==> src/rtl/gpu_input_pkg.sv <==
// Shared opcode constants, decoder states and word field offsets for the triangle input queue.
package gpu_input_pkg;

    localparam logic [3:0] OP_TRI       = 4'h1;
    localparam logic [3:0] OP_FRAME_END = 4'h2;
    localparam logic [3:0] OP_CLEAR     = 4'h3;

    localparam int unsigned OP_LSB = 28;
    localparam int unsigned OP_W   = 4;
    localparam int unsigned Y_LSB  = 16;

    typedef enum logic {
        IDLE = 1'b0,
        VERT = 1'b1
    } dec_state_e;

endpackage

==> src/rtl/tri_fifo.sv <==
// Synchronous FIFO with flush and a registered head-of-queue view.
// The head register is loaded with the entry that will be at the head after
// the current edge, so a push into an empty FIFO is visible one cycle later
// and the last head value is held while the FIFO is empty.
module tri_fifo #(
    parameter int unsigned WIDTH = 8,
    parameter int unsigned DEPTH = 4,
    localparam int unsigned CW   = $clog2(DEPTH + 1)
) (
    input  logic             clk,
    input  logic             rst_n,
    input  logic             push,
    input  logic [WIDTH-1:0] din,
    input  logic             pop,
    input  logic             flush,
    output logic             head_valid,
    output logic [WIDTH-1:0] head_data,
    output logic             full,
    output logic [CW-1:0]    count
);

    localparam int unsigned AW = $clog2(DEPTH);
    localparam int unsigned PW = AW + 1;

    logic [WIDTH-1:0] mem [DEPTH];
    logic [PW-1:0]    wr_ptr;
    logic [PW-1:0]    rd_ptr;
    logic [PW-1:0]    wr_next;
    logic [PW-1:0]    rd_next;
    logic             empty;
    logic             push_ok;
    logic             pop_ok;

    assign full  = (wr_ptr[AW] != rd_ptr[AW]) && (wr_ptr[AW-1:0] == rd_ptr[AW-1:0]);
    assign empty = (wr_ptr == rd_ptr);
    assign count = CW'(wr_ptr - rd_ptr);

    // Qualify requests and compute the pointers after this edge.
    always_comb begin
        push_ok = push && !full && !flush;
        pop_ok  = pop && !empty && !flush;
        wr_next = wr_ptr + PW'(push_ok);
        rd_next = rd_ptr + PW'(pop_ok);
        if (flush) begin
            wr_next = '0;
            rd_next = '0;
        end
    end

    // Storage write; contents need no reset since validity lives in the pointers.
    always_ff @(posedge clk) begin
        if (push_ok) begin
            mem[wr_ptr[AW-1:0]] <= din;
        end
    end

    // Pointer registers.
    always_ff @(posedge clk or negedge rst_n) begin
        if (!rst_n) begin
            wr_ptr <= '0;
            rd_ptr <= '0;
        end else begin
            wr_ptr <= wr_next;
            rd_ptr <= rd_next;
        end
    end

    // Head register, bypassing the incoming word when it lands at the new head.
    always_ff @(posedge clk or negedge rst_n) begin
        if (!rst_n) begin
            head_valid <= 1'b0;
            head_data  <= '0;
        end else if (wr_next != rd_next) begin
            head_valid <= 1'b1;
            if (push_ok && (wr_ptr[AW-1:0] == rd_next[AW-1:0])) begin
                head_data <= din;
            end else begin
                head_data <= mem[rd_next[AW-1:0]];
            end
        end else begin
            head_valid <= 1'b0;
        end
    end

endmodule

==> src/rtl/triangle_input_queue.sv <==
// Host protocol decoder: assembles triangles from the write port and queues
// them, with frame-end markers, for the rasteriser front end.
module triangle_input_queue
    import gpu_input_pkg::*;
#(
    parameter int unsigned COORD_W    = 16,
    parameter int unsigned TEX_W      = 8,
    parameter int unsigned FIFO_DEPTH = 4
) (
    input  logic                               clk,
    input  logic                               reset,
    input  logic                               write,
    input  logic [31:0]                        w_data,
    input  logic                               next_triangle,
    output logic                               w_ready,
    output logic                               opcode_received,
    output logic                               frame_ready,
    output logic                               data_ready,
    output logic [COORD_W-1:0]                 x1,
    output logic [COORD_W-1:0]                 y1,
    output logic [COORD_W-1:0]                 x2,
    output logic [COORD_W-1:0]                 y2,
    output logic [COORD_W-1:0]                 x3,
    output logic [COORD_W-1:0]                 y3,
    output logic [TEX_W-1:0]                   tex_num,
    output logic                               proto_error,
    output logic [$clog2(FIFO_DEPTH+1)-1:0]    fifo_count
);

    localparam int unsigned ENTRY_W = 6 * COORD_W + TEX_W + 1;

    dec_state_e         state_q, state_d;
    logic [1:0]         vidx_q, vidx_d;
    logic [TEX_W-1:0]   tex_q, tex_d;
    logic [COORD_W-1:0] vx_q [2];
    logic [COORD_W-1:0] vy_q [2];
    logic [COORD_W-1:0] vx_d [2];
    logic [COORD_W-1:0] vy_d [2];
    logic               opc_d;
    logic               perr_d;

    logic               accept;
    logic [OP_W-1:0]    opcode;
    logic [COORD_W-1:0] x_in;
    logic [COORD_W-1:0] y_in;
    logic               push;
    logic               flush;
    logic [ENTRY_W-1:0] entry;

    logic               fifo_full;
    logic               head_valid;
    logic [ENTRY_W-1:0] head_data;
    logic               head_marker;
    logic               unused_w_data;

    assign accept        = write && w_ready;
    assign opcode        = w_data[OP_LSB +: OP_W];
    assign x_in          = w_data[0 +: COORD_W];
    assign y_in          = w_data[Y_LSB +: COORD_W];
    assign unused_w_data = ^w_data;

    // Decoder next-state, staging updates and FIFO requests.
    always_comb begin
        state_d = state_q;
        vidx_d  = vidx_q;
        tex_d   = tex_q;
        vx_d    = vx_q;
        vy_d    = vy_q;
        opc_d   = 1'b0;
        perr_d  = proto_error;
        push    = 1'b0;
        flush   = 1'b0;
        entry   = '0;
        case (state_q)
            IDLE: begin
                if (accept) begin
                    case (opcode)
                        OP_TRI: begin
                            tex_d   = w_data[TEX_W-1:0];
                            vidx_d  = 2'd0;
                            state_d = VERT;
                            opc_d   = 1'b1;
                        end
                        OP_FRAME_END: begin
                            // Markers carry zero payload; only the LSB flag is set.
                            entry = ENTRY_W'(1);
                            push  = 1'b1;
                            opc_d = 1'b1;
                        end
                        OP_CLEAR: begin
                            flush  = 1'b1;
                            perr_d = 1'b0;
                            opc_d  = 1'b1;
                        end
                        default: begin
                            perr_d = 1'b1;
                        end
                    endcase
                end
            end
            VERT: begin
                if (accept) begin
                    if (vidx_q == 2'd2) begin
                        entry   = {tex_q, vx_q[0], vy_q[0], vx_q[1], vy_q[1], x_in, y_in, 1'b0};
                        push    = 1'b1;
                        vidx_d  = 2'd0;
                        state_d = IDLE;
                    end else begin
                        vx_d[vidx_q[0]] = x_in;
                        vy_d[vidx_q[0]] = y_in;
                        vidx_d          = vidx_q + 2'd1;
                    end
                end
            end
            default: begin
                state_d = IDLE;
            end
        endcase
    end

    // Decoder state, staging registers and status flags.
    always_ff @(posedge clk or negedge reset) begin
        if (!reset) begin
            state_q         <= IDLE;
            vidx_q          <= 2'd0;
            tex_q           <= '0;
            vx_q            <= '{default: '0};
            vy_q            <= '{default: '0};
            opcode_received <= 1'b0;
            proto_error     <= 1'b0;
        end else begin
            state_q         <= state_d;
            vidx_q          <= vidx_d;
            tex_q           <= tex_d;
            vx_q            <= vx_d;
            vy_q            <= vy_d;
            opcode_received <= opc_d;
            proto_error     <= perr_d;
        end
    end

    tri_fifo #(
        .WIDTH (ENTRY_W),
        .DEPTH (FIFO_DEPTH)
    ) u_fifo (
        .clk        (clk),
        .rst_n      (reset),
        .push       (push),
        .din        (entry),
        .pop        (next_triangle),
        .flush      (flush),
        .head_valid (head_valid),
        .head_data  (head_data),
        .full       (fifo_full),
        .count      (fifo_count)
    );

    assign w_ready = !fifo_full;
    assign {tex_num, x1, y1, x2, y2, x3, y3, head_marker} = head_data;
    assign data_ready  = head_valid && !head_marker;
    assign frame_ready = head_valid && head_marker;

endmodule

==> config.mk <==
export PLATFORM = sky130hd
export DESIGN_NAME = triangle_input_queue
export DESIGN_NICKNAME = d
export VERILOG_FILES = /design/src/rtl/gpu_input_pkg.sv /design/src/rtl/tri_fifo.sv /design/src/rtl/triangle_input_queue.sv
export SDC_FILE = /design/constraint.sdc
export NUM_CORES = 1
export LEC_CHECK = 0
export CORE_MARGIN = 8
export CORE_UTILIZATION = 45
export CTS_CLUSTER_DIAMETER = 60
export DETAILED_ROUTE_END_ITERATION = 16
export HOLD_SLACK_MARGIN = 0.05
export PLACE_DENSITY = 0.68
export SETUP_SLACK_MARGIN = 0.1
export SYNTH_ARGS = -nofsm -noshare
export SYNTH_HDL_FRONTEND = slang
export SYNTH_HIERARCHICAL = 1
export SYNTH_SLANG_ARGS = --single-unit
==> constraint.sdc <==
create_clock -name clk -period 9.9 [get_ports clk]
set_input_delay 0.99 -clock clk [delete_from_list [all_inputs] [get_ports clk]]
set_output_delay 0.99 -clock clk [all_outputs]
set_load 0.01 [all_outputs]
==> summary.txt, run 1 <==
Timing
  – Fmax achieved: between 150 and 200 MHz
  – Final setup violation count: 0
  – Setup_tns: 0 ps
  – Minimum clock period: 6380 ps
  – Final period util: 0.645
  – Pins Over Slew Limit: 0
  – PnR worst setup slack: 3520 ps
  – RSZ-0062 raised after global routing: no
  – Worst rel slew slack: 0.208
  – Hold Fails Final Rpt: 0
  – Pin slew with the least headroom to its limit: 1190 ps
  – Worst clock skew: roughly 20 ps
  – Hold_ws: roughly 360 ps

Place
  – Pre-CTS WS: 3260 ps
  – DP HPWL: 36700 um
  – Cell Area, Placed: 0.0270 sq mm
  – Gp weighted congestion: slightly below 0.8
  – PortBufs: 147
  – Placed Cells: 2679

Power
  – Leakage: approximately 11 nW
  – Pwr per Cell Area: 353 mW/mm^2
  – Worst VDD drop: 0.000344 V
  – Pwr Total: 10.3 mW

Clock tree
  – Hold_buf cts: 0
  – Clock buffer count from CTS: 66
  – Clock root cell: clkbuf_16
  – H-Tree Depth: 3
  – CTS Sinks: around 610
  – Post CTS Setup Buffer Count: 0
  – Clock Pin Slew Worst Setup and Hold Paths: 60 ps
  – Clk_lat worst skew: roughly 600 ps
  – Clock buffer depth: 3
  – CTS resizes: 0
  – CTS tree: yes

Worst setup path
  – Critical Path AT: just under 7000 ps
  – Worst r2r src: u_fifo/wr_ptr[0]
  – Crit Path Max Fanout: 58
  – Worst-path cell chain: inv_1, ha_1, and3_1, nor3b_2, nand3_1, nor2_1, a311oi_1, ha_4, nand2b_4, inv_4, xnor2_1, nand3_4, buf_4, o211ai_1, a31oi_1
  – Crit end category: flip-flop
  – CP max stage delay: 770 ps
  – Worst setup path category: reg2reg
  – RR Endpoint: u_fifo/head_data[57]
  – CP startpoint kind: flip-flop
  – Reg2reg path depth: 15
  – Crit path from: u_fifo/wr_ptr[0]
  – R2r setup slk: between 3000 and 4000 ps
  – Crit-path slowest cell: nand3_4
  – Required time of the critical path: 10310 ps

Logic synthesis
  – Synth area leaders: edfxtp_1 51%, dfrtp_1 19%, nand2_1 8.0%
  – Avg Synthesized Cell Area: 12.9 sq um
  – Synth top area share: 0.506
  – Top-count cell post-synth: nand2_1
  – Main synth FF type: edfxtp_1
  – Yosys warning total: 6
  – Number of synthesized flops with an enable pin: between 400 and 500
  – Area leader, netlist: edfxtp_1
  – Syn nets: ~2000
  – Ys async rst share: 0.310
  – Synthesized area: about 0.025 sq mm
  – Post-Syn Instances: 1927
  – Synth cell count leaders: 528 x nand2_1, 420 x edfxtp_1, 189 x dfrtp_1
  – #FFs+latches synth: 609
  – Yosys cell types: 42
  – Seq/Total Area, Yosys: 0.696

Layout
  – Fillers: between 4000 and 5000
  – Layout Nets: 2086
  – Non-filler instance count after layout: 2800
  – Utilization after layout: 0.533
  – Fin area: a little under 0.03 sq mm
  – Syn-to-layout area delta: 17.4%
  – Layout cell share with drive strength beyond 1: 0.103

Status
  – Status: finished, final reports clean

Floorplan
  – Die Area: roughly 0.063 sq mm
  – Die height: between 200 and 300 um
  – Die X: 251 um
  – Num ports: 148
  – Core area: 0.0549 sq mm
  – Num rows: 86
  – Initial Utilization: 0.454

Route
  – Drt first-iter violations: 1537
  – Wirelength per Cell: 23.2 um
  – Pre-antenna DRT Iters: 5
  – Drt drc: 0
  – Routed WL: 65000 um
  – Post-DRT Antenna Nets: 0
  – Vias/cell: 5.55
  – DR vias: roughly 16000

Global route
  – Antenna violations before repair: 7
  – Vias in the first global route: 15800
  – Global-route wire length before repair: 98700 um
  – GRT Residual Overflow: 0
  – Total GRT Usage: 0.205
  – Largest net degree at the start of global routing: 106

Hold path
  – Worst min-delay path class: in2async

Flow run
  – Max-cap viol count: 0
-- final cells by class --
| cell class | instances | area, sq um | area share |
|---|---|---|---|
| Antenna cell | 1 | 2.50 | 0.0000856 |
| Clock buffer | 99 | 1980 | 0.0678 |
| Clock inverter | 21 | 298 | 0.0102 |
| Inverter | 9 | 36.3 | 0.00124 |
| Multi-Input combinational cell | 1183 | 7030 | 0.240 |
| Sequential cell | 609 | 17300 | 0.593 |
| Tap cell | 704 | 881 | 0.0301 |
| Timing Repair Buffer | 174 | 1680 | 0.0574 |
-- worst max-delay path, delay by kind of cell, from the launching register on --
family                     cells  cell delay [ps]
AOI/OAI and AO/OA              3              460
and+or+nand+nor                6             2680
buffers and inverters          3             1420
xor gates and xnor gates       1              270
adders and majority gates      2              770
DFF                            1              530
-- layout by cell type (no fill, tap or decap), types with 2 or more instances in the layout --
| cell type | instances |
|---|---|
| nand2_1 | 528 |
| edfxtp_1 | 420 |
| dfrtp_1 | 189 |
| clkdlybuf4s50_1 | 146 |
| nor2_1 | 112 |
| and2_1 | 105 |
| a31oi_1 | 105 |
| mux2i_1 | 105 |
| o211ai_1 | 105 |
| clkbuf_16 | 71 |
| mux2_2 | 42 |
| mux2_4 | 29 |
| buf_4 | 27 |
| clkbuf_1 | 18 |
| clkbuf_8 | 10 |
| xnor2_1 | 10 |
| inv_1 | 8 |
| bufinv_16 | 7 |
| clkinv_2 | 5 |
| ha_1 | 5 |
| nor2b_1 | 4 |
| clkinv_1 | 4 |
| o21ai_0 | 3 |
| nor2_4 | 3 |
| a21o_1 | 2 |
| inv_8 | 2 |
| inv_6 | 2 |
-- how the worst max path moves through the flow --
stage,end,slack [ps],cells past startpoint
after detailed placement,u_fifo/head_data[57],3260,13
final,u_fifo/head_data[57],3520,15
after global routing,u_fifo/head_data[64],3160,15
after global placement,u_fifo/head_data[103],3480,13
after CTS,u_fifo/head_data[57],3480,15
after floorplan,u_fifo/mem[2][0],2650,12
-- per-layer routing --
layer / routed length [um] / share of wire / up-vias / track usage
met1: 27000 / 0.42 / 7778 / 0.268
met5: 0 / 0 / - / 0
met3: 4610 / 0.071 / 110 / 0.0415
met2: 31500 / 0.48 / 590 / 0.340
met4: 1920 / 0.030 / 0 / 0.0680
li1: - / - / 7057 / -
-- logic make-up after synthesis --
family,Yosys count,share of synthesized area
AOI/OAI and AO/OA,223,0.0624
xor gates and xnor gates,11,0.00387
adders and majority gates,7,0.00382
buffers and inverters,135,0.0257
DFF,609,0.696
muxes,176,0.0786
and+or+nand+nor,766,0.130
-- flip-flops by register name (all words and copies together) (netlist names) --
name,cells
u_fifo/head_data,105
vx_q,32
opcode_received,1
vy_q,32
u_fifo/head_valid,1
u_fifo/wr_ptr,3
proto_error,1
state_q,1
vidx_q,2
tex_q,8
u_fifo/rd_ptr,3
u_fifo/mem,420
-- where the power goes --
group	total, mW	internal, mW	leakage (nW)	switching, mW
Combinational	4.15	1.71	3.92	2.44
Clock	2.56	1.57	1.11	0.987
Sequential	3.63	3.27	6.01	0.367
(Power assumes the default switching activity.)
==> run 2: changes to the inputs <==
--- a/config.mk
+++ b/config.mk
@@ -10,7 +10,7 @@
 export CTS_CLUSTER_DIAMETER = 60
 export DETAILED_ROUTE_END_ITERATION = 16
 export HOLD_SLACK_MARGIN = 0.05
-export PLACE_DENSITY = 0.68
+export PLACE_DENSITY = 0.66
 export SETUP_SLACK_MARGIN = 0.1
 export SYNTH_ARGS = -nofsm -noshare
 export SYNTH_HDL_FRONTEND = slang
==> constraint.sdc (replaced) <==
create_clock -name clk -period 6.2 [get_ports clk]
set_input_delay 0.62 -clock clk [delete_from_list [all_inputs] [get_ports clk]]
set_output_delay 0.62 -clock clk [all_outputs]
set_load 0.01 [all_outputs]
==> run 2 against run 1 <==
Combinational power grew 62%; routed wire length increased by 0.50%; final cell count fell by 0.18%; sequential cell count stayed put; sequential power up 59%; setup slack worse by 2400 ps; clock power grew 39%; non-clock buffer count increased by 4; via count grew 0.14%; hold slack better by 110 ps; clock skew down 3.3 ps.
==> summary.txt, run 2 (same netlist as run 1, synthesis figures left out) <==
Floorplan
  – Die height: 251 um (unchanged)
  – Die Area: 0.0632 sq mm (unchanged)
  – Core area: 0.0549 sq mm (unchanged)
  – Die X: 251 um (unchanged)
  – Initial Utilization: 0.454 (unchanged)
  – Num rows: 86 (unchanged)
  – Num ports: 148 (unchanged)

Route
  – Post-DRT Antenna Nets: 0 (unchanged)
  – Drt first-iter violations: 1375 (-11%)
  – Drt drc: 0 (unchanged)
  – DR vias: 15600 (+0.14%)
  – Wirelength per Cell: 23.4 um (+0.68%)
  – Pre-antenna DRT Iters: 5 (unchanged)
  – Routed WL: 65300 um (+0.50%)
  – Vias/cell: 5.57 (+0.31%)

Clock tree
  – CTS Sinks: 609 (unchanged)
  – CTS resizes: 0 (unchanged)
  – Clock root cell: clkbuf_16
  – Clock Pin Slew Worst Setup and Hold Paths: 60 ps (about the same)
  – H-Tree Depth: 2 (-1)
  – CTS tree: yes
  – Hold_buf cts: 1 (+1)
  – Clock buffer depth: 3 (unchanged)
  – Post CTS Setup Buffer Count: 0 (unchanged)
  – Clk_lat worst skew: 610 ps (about the same)
  – Clock buffer count from CTS: 60 (-9.1%)

Timing
  – Fmax achieved: 197 MHz (+26%)
  – Minimum clock period: 5070 ps (-1310 ps)
  – Worst clock skew: 16.5 ps (-3.27 ps)
  – Final setup violation count: 0 (unchanged)
  – Pin slew with the least headroom to its limit: 1080 ps (-105 ps)
  – Worst rel slew slack: 0.276 (+0.0680)
  – Hold Fails Final Rpt: 0 (unchanged)
  – Setup_tns: 0 ps (unchanged)
  – Final period util: 0.818 (+0.173)
  – Pins Over Slew Limit: 0 (unchanged)
  – PnR worst setup slack: 1130 ps (-2390 ps)
  – RSZ-0062 raised after global routing: no

Global route
  – Vias in the first global route: 15700 (-0.33%)
  – Global-route wire length before repair: 98500 um (-0.13%)
  – Total GRT Usage: 0.204 (-0.000226)
  – Antenna violations before repair: 8 (+1)
  – Largest net degree at the start of global routing: 212 (+100%)
  – GRT Residual Overflow: 0 (unchanged)

Layout
  – Most frequent cells in the layout: 528 x nand2_1, 420 x edfxtp_1, 189 x dfrtp_1
  – Flip-flop and latch area: 0.0173 sq mm (unchanged)
  – Max reg flops: 420 (unchanged)
  – Layout cell share with drive strength beyond 1: 0.0980 (-0.00506)
  – Syn-to-layout area delta: 16.6%
  – Most common cell after layout, fill and taps aside: nand2_1
  – Multi-input gate area: 0.00703 sq mm (about the same)
  – Non-filler instance count after layout: 2795 (-0.18%)
  – Fillers: 4524 (+0.47%)
  – # diodes: 0 (-1)
  – Layout Nets: 2084 (-0.096%)
  – Utilization after layout: 0.529 (-0.00353)

Power
  – Leakage: 10.9 nW (-0.94%)
  – Power share of the clock group: 0.222 (-0.026)
  – Switching Fraction: 0.372 (+0.00549)
  – Pwr per Cell Area: 553 mW/mm^2 (+56%)
  – Pwr Total: 16.1 mW (+55%)
  – Sequential share of power: 0.358 (+0.007)
  – Worst VDD drop: 0.000570 V (+66%)
  – Internal power consumption: 10.1 mW (+54%)
  – Switching power: 5.98 mW (+58%)
  – Power share of the combinational group: 0.419 (+0.018)

Place
  – Placed Cells: 2682 (+0.11%)
  – PortBufs: 147 (unchanged)
  – DP HPWL: 36300 um (-1.1%)
  – Gp weighted congestion: 0.762 (-3.3%)
  – Pre-CTS WS: 1190 ps (-2070 ps)

Worst setup path
  – End of the critical path: u_fifo/head_data[26]
  – Critical Path AT: 5590 ps (-1210 ps)
  – Worst setup path category: reg2reg
  – Required time of the critical path: 6720 ps (-3590 ps)
  – Crit end category: flip-flop
  – Crit path from: u_fifo/wr_ptr[0]
  – Crit Path Max Fanout: 106 (+83%)
  – Worst r2r src: u_fifo/wr_ptr[0]
  – Reg2reg path depth: 15 (unchanged)
  – RR Endpoint: u_fifo/head_data[26]
  – R2r setup slk: 1130 ps (-2390 ps)
  – CP startpoint kind: flip-flop

Hold path
  – Worst min-delay path class: reg2reg

Status
  – Status: finished, final reports clean

Flow run
  – Max-cap viol count: 0 (unchanged)
run 2: cell count changes in the layout (fill, tap and decap cells not counted), moves of 2 or more:
cell,change
buf_12,+9
inv_8,-2
bufinv_16,-4
clkbuf_16,-10
buf_4,-6
clkbuf_1,+4
clkbuf_8,+3
clkinv_1,+2
run 2: layout make-up:
cell class / count / share of cell area
repair buffers: 178 / 0.0628
clock inverters: 16 / 0.00521
flip-flops and latches: 609 / 0.597
clock buffers: 96 / 0.0615
inverters: 9 / 0.00125
multi-input cells: 1183 / 0.242
well taps: 704 / 0.0303
run 2: how the worst min path moves through the flow:
stage | from | endpoint | cells past startpoint | slack [ps]
detailed placement | vy_q[12] | vy_q[12] | 2 | 470
global route | vx_q[4] | vx_q[4] | 1 | 510
finish | vy_q[12] | vy_q[12] | 2 | 470
floorplan | reset | opcode_received | 0 | 320
CTS | vy_q[12] | vy_q[12] | 2 | 480
global placement | vy_q[12] | vy_q[12] | 2 | 470
run 2: layer usage:
layer  vias to the layer above  global-route usage  wire (um)
li1                       7039                   -          -
met1                      7846               0.272      27300
met2                       551               0.335      31200
met3                       118              0.0375       4580
met4                         2              0.0737       2180
met5                         -                   0         13
run 2: power by group through the flow:
stage | Combinational (mW) | Sequential [mW] | Clock [mW]
floorplan | 4.32 | 5.77 | 0
global placement | 6.64 | 5.82 | 0
detailed placement | 6.78 | 5.84 | 0
CTS | 6.81 | 5.77 | 3.63
global route | 7.36 | 5.83 | 3.79
finish | 6.74 | 5.76 | 3.57
run 2: critical path, cell delays in order (launching register included):
cell,delay [ps]
dfrtp_1,520
inv_1,140
ha_1,390
and3_1,230
nor3b_2,360
nand3_1,180
nor2_1,130
buf_4,210
a311oi_1,100
ha_4,330
buf_12,660
xnor2_1,220
a31oi_4,680
buf_12,400
nor2_1,100
a31oi_1,150
run 2: metrics by stage:
stage / hold slack (ps) / instance area, sq um
floorplan: 324 / 24900
global placement: 467 / 27100
detailed placement: 467 / 27100
CTS: 480 / 29100
global route: 507 / 29100
finish: 474 / 29100
